<file path="src/rtl/fifo_pkt_drain_pkg.sv">
// Shared constants for the FIFO read-side packet drain: FIFO widths, default
// framing words and the drain FSM state encoding.
package fifo_pkt_drain_pkg;

    localparam int FIFO_DATA_W = 8;
    // Wide enough for the 1..255 ranges of PKT_LEN and TIMEOUT
    localparam int CNT_W       = 8;

    localparam logic [7:0] DEFAULT_HDR = 8'hA5;
    localparam logic [7:0] DEFAULT_PAD = 8'h00;

    typedef enum logic [2:0] {
        ST_IDLE     = 3'd0,
        ST_HEADER   = 3'd1,
        ST_READ     = 3'd2,
        ST_LOAD     = 3'd3,
        ST_PAYLOAD  = 3'd4,
        ST_CHECKSUM = 3'd5
    } drain_state_t;

endpackage

</file>
<file path="src/rtl/fifo_pkt_drain_if.sv">
// Upstream FIFO read port plus downstream valid/ready stream, bundled so the
// drain sees one master-side view and the environment the slave-side view.
interface fifo_pkt_drain_if #(
    parameter int N = fifo_pkt_drain_pkg::FIFO_DATA_W
) ();
    logic         fifo_empty;
    logic [N-1:0] fifo_data;
    logic         fifo_rd_en;
    logic [N-1:0] m_data;
    logic         m_valid;
    logic         m_ready;
    logic         m_last;

    modport master (
        input  fifo_empty, fifo_data, m_ready,
        output fifo_rd_en, m_data, m_valid, m_last
    );

    modport slave (
        output fifo_empty, fifo_data, m_ready,
        input  fifo_rd_en, m_data, m_valid, m_last
    );
endinterface

</file>
<file path="src/rtl/fifo_pkt_drain_timeout.sv">
// Consecutive-empty-cycle counter: counts while i_count is high and pulses
// o_expire on the TIMEOUT-th counted cycle, restarting from zero.
module drain_timeout
    import fifo_pkt_drain_pkg::*;
#(
    parameter int TIMEOUT = 16
) (
    input  logic clk_out,
    input  logic arst,
    input  logic i_clear,
    input  logic i_count,
    output logic o_expire
);

    logic [CNT_W-1:0] r_count;
    logic             w_hit;

    assign w_hit    = (r_count == CNT_W'(TIMEOUT - 1));
    assign o_expire = i_count && w_hit;

    // NOTE: state registers use non-blocking assignments so every flop samples
    // pre-edge values regardless of process evaluation order.
    always_ff @(posedge clk_out or posedge arst) begin
        if (arst) begin
            r_count <= '0;
        end else if (i_clear || o_expire) begin
            r_count <= '0;
        end else if (i_count) begin
            r_count <= r_count + CNT_W'(1);
        end
    end

endmodule

</file>
<file path="src/rtl/fifo_pkt_drain.sv">
// Drains PKT_LEN words from an upstream FIFO into a framed stream:
// header, payload (PAD-substituted on timeout), then a mod-2^N checksum.
module fifo_pkt_drain
    import fifo_pkt_drain_pkg::*;
#(
    parameter int           N       = FIFO_DATA_W,
    parameter int           PKT_LEN = 4,
    parameter logic [N-1:0] HDR     = N'(DEFAULT_HDR),
    parameter logic [N-1:0] PAD     = N'(DEFAULT_PAD),
    parameter int           TIMEOUT = 16
) (
    input  logic                clk_out,
    input  logic                arst,
    fifo_pkt_drain_if.master    bus,
    output logic                busy,
    output logic                underrun,
    output logic [15:0]         pkt_count
);

    drain_state_t     r_state;
    drain_state_t     w_next_state;

    logic [N-1:0]     r_hold;
    logic [N-1:0]     r_sum;
    logic [CNT_W-1:0] r_word_cnt;
    logic [15:0]      r_pkt_count;

    logic             w_hs;
    logic             w_last_word;
    logic             w_to_clear;
    logic             w_to_count;
    logic             w_expire;

    assign w_hs        = bus.m_valid && bus.m_ready;
    assign w_last_word = (r_word_cnt == CNT_W'(PKT_LEN - 1));
    assign w_to_count  = (r_state == ST_READ) && bus.fifo_empty;
    assign w_to_clear  = ((r_state == ST_HEADER) && w_hs) ||
                         ((r_state == ST_READ) && !bus.fifo_empty);

    assign busy      = (r_state != ST_IDLE);
    assign pkt_count = r_pkt_count;

    drain_timeout #(
        .TIMEOUT (TIMEOUT)
    ) u_timeout (
        .clk_out  (clk_out),
        .arst     (arst),
        .i_clear  (w_to_clear),
        .i_count  (w_to_count),
        .o_expire (w_expire)
    );

    always_ff @(posedge clk_out or posedge arst) begin
        if (arst) begin
            r_state <= ST_IDLE;
        end else begin
            r_state <= w_next_state;
        end
    end

    // NOTE: every always_comb output gets a default first, so no path can
    // leave a value held and infer a latch.
    always_comb begin
        w_next_state = r_state;
        case (r_state)
            ST_IDLE:     if (!bus.fifo_empty) w_next_state = ST_HEADER;
            ST_HEADER:   if (w_hs) w_next_state = ST_READ;
            ST_READ: begin
                if (!bus.fifo_empty) begin
                    w_next_state = ST_LOAD;
                end else if (w_expire) begin
                    w_next_state = ST_PAYLOAD;
                end
            end
            ST_LOAD:     w_next_state = ST_PAYLOAD;
            ST_PAYLOAD:  if (w_hs) w_next_state = w_last_word ? ST_CHECKSUM : ST_READ;
            ST_CHECKSUM: if (w_hs) w_next_state = ST_IDLE;
            default:     w_next_state = ST_IDLE;
        endcase
    end

    // Outputs decode from state alone, so they hold steady through a stall
    always_comb begin
        bus.fifo_rd_en = 1'b0;
        bus.m_valid    = 1'b0;
        bus.m_data     = '0;
        bus.m_last     = 1'b0;
        underrun       = 1'b0;
        case (r_state)
            ST_HEADER: begin
                bus.m_valid = 1'b1;
                bus.m_data  = HDR;
            end
            ST_READ: begin
                bus.fifo_rd_en = !bus.fifo_empty;
                underrun       = w_expire;
            end
            ST_PAYLOAD: begin
                bus.m_valid = 1'b1;
                bus.m_data  = r_hold;
            end
            ST_CHECKSUM: begin
                bus.m_valid = 1'b1;
                bus.m_data  = r_sum;
                bus.m_last  = 1'b1;
            end
            default: ;
        endcase
    end

    always_ff @(posedge clk_out or posedge arst) begin
        if (arst) begin
            r_hold      <= '0;
            r_sum       <= '0;
            r_word_cnt  <= '0;
            r_pkt_count <= '0;
        end else begin
            case (r_state)
                ST_HEADER: begin
                    if (w_hs) begin
                        r_sum      <= '0;
                        r_word_cnt <= '0;
                    end
                end
                ST_READ:     if (w_expire) r_hold <= PAD;
                ST_LOAD:     r_hold <= bus.fifo_data;
                ST_PAYLOAD: begin
                    if (w_hs) begin
                        r_sum      <= r_sum + r_hold;
                        r_word_cnt <= r_word_cnt + CNT_W'(1);
                    end
                end
                ST_CHECKSUM: if (w_hs) r_pkt_count <= r_pkt_count + 16'd1;
                default: ;
            endcase
        end
    end

endmodule

</file>
<file path="src/flat_wrapper.sv">
// flat-port wrapper written by rule: the top's interface ports become plain ports
module fifo_pkt_drain_flat import fifo_pkt_drain_pkg::*;
#(
    parameter int           N       = FIFO_DATA_W,
    parameter int           PKT_LEN = 4,
    parameter logic [N-1:0] HDR     = N'(DEFAULT_HDR),
    parameter logic [N-1:0] PAD     = N'(DEFAULT_PAD),
    parameter int           TIMEOUT = 16
)
  (clk_out, arst, busy, underrun, pkt_count, bus_fifo_empty, bus_fifo_data, bus_m_ready, bus_fifo_rd_en, bus_m_data, bus_m_valid, bus_m_last);
  fifo_pkt_drain_if #(.N(N)) bus_i ();
  input  logic clk_out;
  input  logic arst;
  output logic busy;
  output logic underrun;
  output logic [15:0] pkt_count;
  input wire logic [$bits(bus_i.fifo_empty)-1:0] bus_fifo_empty;
  input wire logic [$bits(bus_i.fifo_data)-1:0] bus_fifo_data;
  input wire logic [$bits(bus_i.m_ready)-1:0] bus_m_ready;
  output wire logic [$bits(bus_i.fifo_rd_en)-1:0] bus_fifo_rd_en;
  output wire logic [$bits(bus_i.m_data)-1:0] bus_m_data;
  output wire logic [$bits(bus_i.m_valid)-1:0] bus_m_valid;
  output wire logic [$bits(bus_i.m_last)-1:0] bus_m_last;
  assign bus_i.fifo_empty = bus_fifo_empty;
  assign bus_i.fifo_data = bus_fifo_data;
  assign bus_i.m_ready = bus_m_ready;
  assign bus_fifo_rd_en = bus_i.fifo_rd_en;
  assign bus_m_data = bus_i.m_data;
  assign bus_m_valid = bus_i.m_valid;
  assign bus_m_last = bus_i.m_last;
  fifo_pkt_drain #(.N(N), .PKT_LEN(PKT_LEN), .HDR(HDR), .PAD(PAD), .TIMEOUT(TIMEOUT)) u_core (.clk_out(clk_out), .arst(arst), .bus(bus_i), .busy(busy), .underrun(underrun), .pkt_count(pkt_count));
endmodule
</file>
<file path="config.mk">
export PLATFORM = sky130hd
export DESIGN_NAME = fifo_pkt_drain_flat
export DESIGN_NICKNAME = d
export VERILOG_FILES = /design/src/rtl/fifo_pkt_drain_pkg.sv /design/src/rtl/fifo_pkt_drain_if.sv /design/src/rtl/fifo_pkt_drain_timeout.sv /design/src/rtl/fifo_pkt_drain.sv /design/src/flat_wrapper.sv
export SDC_FILE = /design/constraint.sdc
export NUM_CORES = 1
export LEC_CHECK = 0
export ABC_AREA = 1
export CORE_ASPECT_RATIO = 1.5
export CORE_MARGIN = 5
export CORE_UTILIZATION = 50
export DETAILED_ROUTE_END_ITERATION = 8
export GPL_TIMING_DRIVEN = 0
export HOLD_SLACK_MARGIN = 0.12
export MAX_ROUTING_LAYER = met4
export PLACE_DENSITY = 0.76
export SYNTH_ARGS = -nofsm -noshare
export SYNTH_HDL_FRONTEND = slang
export SYNTH_HIERARCHICAL = 1
export SYNTH_SLANG_ARGS = --single-unit
</file>
<file path="constraint.sdc">
create_clock -name clk_out -period 1.8 [get_ports clk_out]
set_input_delay 0.45 -clock clk_out [delete_from_list [all_inputs] [get_ports clk_out]]
set_output_delay 0.45 -clock clk_out [all_outputs]
set_load 0.05 [all_outputs]
</file>
* Yosys cells after proc, flatten, opt, wreduce, memory -nomap -nowiden *
Cells that the tools add are included.

cells by class
  $mul = 0
  magnitude comparators = 0
  add/subtract/negate cells = 4
  muxes and demuxes = 22
  divide/modulo/power cells = 0
  bitwise operators = 0
  equal/unequal tests = 13
  reduce and logical (&&, ||, !) cells = 18
  shifts and indexed selects = 0

operator list
  kind                     count
  $mux W8                  6
  $pmux W8 S2              3
  $pmux W8 S3              1
  $mux W3                  7
  $pmux W3 S6              1
  $add A16 B1 Y16 const B  1
  $add A8 B1 Y8 const B    2
  $add A8 B8 Y8            1
  $eq A8 B2 Y1 const B     1
  $eq A8 B4 Y1 const B     1
  $eq A3 B2 Y1 const B     2
  $eq A3 B3 Y1 const B     2
  $ne A2 B1 Y1 const B     3
  $reduce_bool A2 Y1       3
  $logic_and A1 B1 Y1      5
  $reduce_and A5 Y1        1
  $mux W1                  4
  $ne A2 B2 Y1 const B     2
  $reduce_and A2 Y1        2
  $eq A3 B1 Y1 const B     1
  $logic_not A3 Y1         1
  $ne A3 B3 Y1 const B     1
  $reduce_and A3 Y1        1
  $reduce_bool A3 Y1       1
  other kinds (3)          4

word-level totals
  memory bits (writable) = 0
  latch bits = 0
  memories kept = 0
  word-level logic and storage cells = 63
  bits in read-only memories = 0
  flip-flop bits (word level) = 51

* Longest topological paths before layout *
  depth after elaboration = 8
  gate-level depth with buffers = 13
  gate-level depth less buffers = 13

* Hierarchy *
The synthesis kept the hierarchy.

by module, submodules not included
  module          sequential area each (um2)  cells an instance  area an instance (um2)  times used
  fifo_pkt_drain  1,076.0                     338                2,547.4                 1
  drain_timeout   200.2                       74                 538.0                   1

* Least setup slack after synthesis *
Ideal clock, no wire load.

  path kind = flip-flop to output port
  from = register u_core.r_state[2]
  to = output underrun
  required time = 1.350 ns
  cell stages (with the launch flop) = 10
  path buffers = 0
  arrival = 2.077 ns
  setup slack = -0.727 ns
  cell sequence = dfrtp_1 inv_2 nand3_1 nor2_1 inv_1 nor3_2 nand3_2 inv_1 inv_1 nor2_1

between the ends
  word-level cells in the longest chain between the ends = 4

RTL lines
  element                   RTL line                      RTL
  start: declaration        fifo_pkt_drain.sv:20          drain_state_t r_state;
  start signal: assignment  fifo_pkt_drain.sv:57          r_state <= w_next_state;
  $eq A3 B2 Y1              fifo_pkt_drain.sv:36          assign w_to_count = (r_state == ST_READ) && bus.fifo_empty;
  $logic_and A1 B1 Y1       fifo_pkt_drain.sv:36
  net u_core.w_to_count     fifo_pkt_drain.sv:31          logic w_to_count;
  $logic_and A1 B1 Y1       fifo_pkt_drain_timeout.sv:19  assign o_expire = i_count && w_hit;
  net u_core.w_expire       fifo_pkt_drain.sv:32          logic w_expire;
  $mux W1                   fifo_pkt_drain.sv:89          case (r_state)
  end: declaration          flat_wrapper.sv:15            output logic underrun;

The timed path passes the listed nets, and every way through them passes these cells.

* Worst setup path after layout *
Ends and elaborated chain as after synthesis.

==> summary.txt <==
Setup path
  • Critical path fanouts, max: 3
  • Worst reg2reg setup slack: -0.30 ns
  • CP Data Arrival Time: 1.71 ns
  • Critical path class: flip-flop to output pin
  • Crit Reg-Reg Endpoint: u_core/r_hold[5]$_DFFE_PP0P_
  • Req. time, crit path: 1.35 ns
  • FF-to-FF Start: u_core/r_state[2]$_DFFE_PP0P_
  • Reg2reg path depth: 10
  • Crit path from: u_core/r_state[2]$_DFFE_PP0P_
  • Capture point of the worst path: underrun
  • CP startpoint kind: flip-flop
  • Crit. End Element: output pin

Yosys
  • Synthesized cell area: between 3000 and 4000 µm²
  • #FFs+latches synth: 51
  • Syn Inst Count: 412
  • Main combinational cell family by area after synthesis: simple AND/OR/NAND/NOR gates
  • Synth Area in Simple Gates: between 30% and 40%
  • Ys flop type: dfrtp_1
  • Async SR Flop Fraction: 100%
  • Xor/xnor share of the synthesized area: 3.97%
  • Mux share of post-synthesis cell area: 0.324%
  • Synth Area in Adders: around 4.7%
  • Syn avg cell area: 7.49 µm²
  • Synth warnings: 6
  • Register area share after synthesis: 41.4%
  • Post-synth EDFFs: 0
  • Compound-Gate Fraction of Synth Area: 7.30%
  • Synth unique cells: 33
  • Post-Synthesis Net Count: 435

Floorplanning
  • Number of I/O pins: 41
  • Full die area: 7870 µm²
  • Core area: between 6000 and 7000 µm²
  • FP Rows: 35
  • Initial Util: 50.7%
  • Chip height: 106 µm
  • Die W: 74.1 µm

Job
  • MaxCap Viol Count: 0

Detailed routing
  • Pre-antenna DRT Iters: 5
  • DR iter-0 viols: roughly 180
  • WL final: 7990 µm
  • Wire per inst: 14.2 µm
  • DRC viols: 0
  • Final ANT Viol Nets: 0
  • Vias per cell: 5.26
  • Vias: around 3000

Clock tree
  • Clock Sinks: 51
  • H-Tree Level Count: 2
  • Clock tree buffer depth: 2
  • Total CTS buffers: 5
  • Clk root buf: clkbuf_8
  • Clk Latency, worst-skew pair: about 0.31 ns
  • CTS tree: done
  • Worst-path clk slew: 0.10 ns

Timing
  • Endpoints failing hold: 0
  • Setup tns final: -5.74 ns
  • Slew @ Worst Pin: ~0.76 ns
  • Fin Hold WS: 0.359 ns
  • Fmax: 463 MHz
  • RSZ-0062 raised after global routing: yes
  • Fin crit period: 2.16 ns
  • Final setup viols: 21
  • Min setup slack post-route: -0.358 ns
  • Final period util: 120%
  • Max transition margin: between 40% and 50%
  • Fin. max-slew vios: 0
  • Clk_skew: 0.00730 ns

Place
  • Placed Instances: 527
  • IO Port Bufs: 40
  • DPL Wire Length: 5300 µm
  • Setup slack at placement: -1.25 ns
  • GP Congestion: 0.839

Global route
  • Maximum number of pins on one net before global-route repair: 41
  • Overall global routing resource usage: between 20% and 30%
  • First-pass GRT wire length: 13100 µm
  • Initial antenna violation count: 0
  • Global route total overflow: 0
  • Vias in the first global route: slightly below 3000

Status
  • Failing checks: setup timing
  • Status: finished with violations

Power
  • Power per cell area: 1430 nW/µm²
  • Final Power: around 6.1 mW
  • Static Leakage: 2.12 nW
  • Peak VDD IR: 803 µV

Finish
  • Area delta synth->final: 37.1%
  • # nets final: 510
  • Fraction of layout cells with a size suffix above 1: 23.2%
  • Non-Filler Instances: 562
  • Ant. Diodes: 0

Worst hold path
  • Hold Crit Class: input pin to asynchronous set/reset pin
## through the flow
stage / util, % / instance area, µm²
after detailed placement: 61.6 / 3750
after CTS: 67.4 / 4110
after global placement: 61.2 / 3730
after floorplan: - / 3230
final: 69.5 / 4230
after global routing: 69.5 / 4230
## placed cells by master, fill, tap and decap left out, drive strengths merged
cell type | Yosys | final
a21oi | 5 | 5
a22o | 1 | 1
buf | 2 | 43
bufinv | 0 | 1
clkbuf | 0 | 6
clkdlybuf4s15 | 0 | 1
clkdlybuf4s50 | 0 | 10
clkinv | 0 | 1
clkinvlp | 0 | 1
dfrtp | 51 | 51
dlygate4sd2 | 0 | 16
fa | 1 | 1
ha | 10 | 10
inv | 64 | 63
mux2i | 1 | 1
nand2 | 134 | 134
nand3 | 32 | 32
nand3b | 3 | 3
nand4 | 12 | 12
nor2 | 40 | 40
nor3 | 5 | 5
o21ai | 25 | 25
o21bai | 3 | 3
o221ai | 2 | 2
o22ai | 3 | 3
o31ai | 1 | 1
or2 | 3 | 3
xnor2 | 6 | 6
xor2 | 8 | 8
## worst min path at each step
stage                                startpoint                                 endpoint  slack [ns]  depth (start not counted)
floorplan                                  arst  u_core/u_timeout/r_count[0]$_DFFE_PP0P_        0.27                          1
global placement    u_core/r_sum[5]$_DFFE_PP0P_              u_core/r_sum[5]$_DFFE_PP0P_        0.49                          2
detailed placement  u_core/r_sum[5]$_DFFE_PP0P_              u_core/r_sum[5]$_DFFE_PP0P_        0.49                          2
CTS                                        arst         u_core/r_word_cnt[6]$_DFFE_PP0P_        0.36                          2
global route                               arst         u_core/r_word_cnt[6]$_DFFE_PP0P_        0.37                          2
finish                                     arst         u_core/r_word_cnt[6]$_DFFE_PP0P_        0.36                          2
## flip-flops by register name (all words and copies together) (netlist names)
signal / flops
u_core/pkt_count: 16
u_core/r_hold: 8
u_core/r_sum: 8
u_core/r_word_cnt: 8
u_core/u_timeout/r_count: 8
u_core/r_state: 3
## worst max-delay path: stages (launching register included)
cell	delay (ns)
dfrtp_2	0.45
inv_4	0.08
nand3_4	0.09
nor2_4	0.13
inv_2	0.05
nor3_2	0.12
nand3_2	0.12
inv_2	0.07
inv_2	0.05
nor2_4	0.10
buf_8	0.15
## cell families (layout without fill, tap and decap cells)
family	count (synthesis)	in the layout
buffers and inverters	66	142
DFF	51	51
and+or+nand+nor	229	229
adders and majority gates	11	11
muxes	1	1
AOI/OAI and AO/OA	40	40
xor gates and xnor gates	14	14
## cell usage after synthesis, drive strengths merged, types with 5 or more instances
master	n	area share [%]
nand2	134	17
inv	64	7.9
dfrtp	51	41
nor2	40	6.7
nand3	32	5.5
o21ai	25	4.1
nand4	12	2.6
ha	10	4.1
xor2	8	2.3
xnor2	6	1.7
a21oi	5	0.81
nor3	5	0.97
## layer usage
metal | routed length (µm) | vias to the layer above | GRT usage, % | share of wire (%)
met1 | 3100 | 1404 | 24.3 | 39
met3 | 401 | 14 | 3.50 | 5.0
met2 | 4330 | 81 | 37.6 | 54
li1 | - | 1459 | - | -
met5 | 0 | - | - | 0
met4 | 159 | 0 | 8.29 | 2.0
## report_power, final
| part | total, mW | internal (mW) | switching [mW] |
|---|---|---|---|
| clock network | 0.841 | 0.450 | 0.390 |
| logic | 3.55 | 1.38 | 2.17 |
| registers | 1.66 | 1.41 | 0.251 |
## timing repair
action / CTS / global route
gates cloned: 1 / 0
setup buffers: 17 / 9
hold buffers: 0 / 0
setup endpoints to repair: 40 / 29
hold endpoints to repair: 0 / 0
pin swaps: 5 / 9
resized for setup: 134 / 18
## cell type report
cell class | count | area, µm²
Buffer | 2 | 27.5
Sequential cell | 51 | 1280
Tap cell | 74 | 92.6
Clock inverter | 2 | 35.0
Timing Repair Buffer | 68 | 686
Inverter | 64 | 256
Multi-Input combinational cell | 295 | 1770
Fill cell | 465 | 1860
Clock buffer | 6 | 82.6
Note: power is estimated with default switching activity, not from simulation.
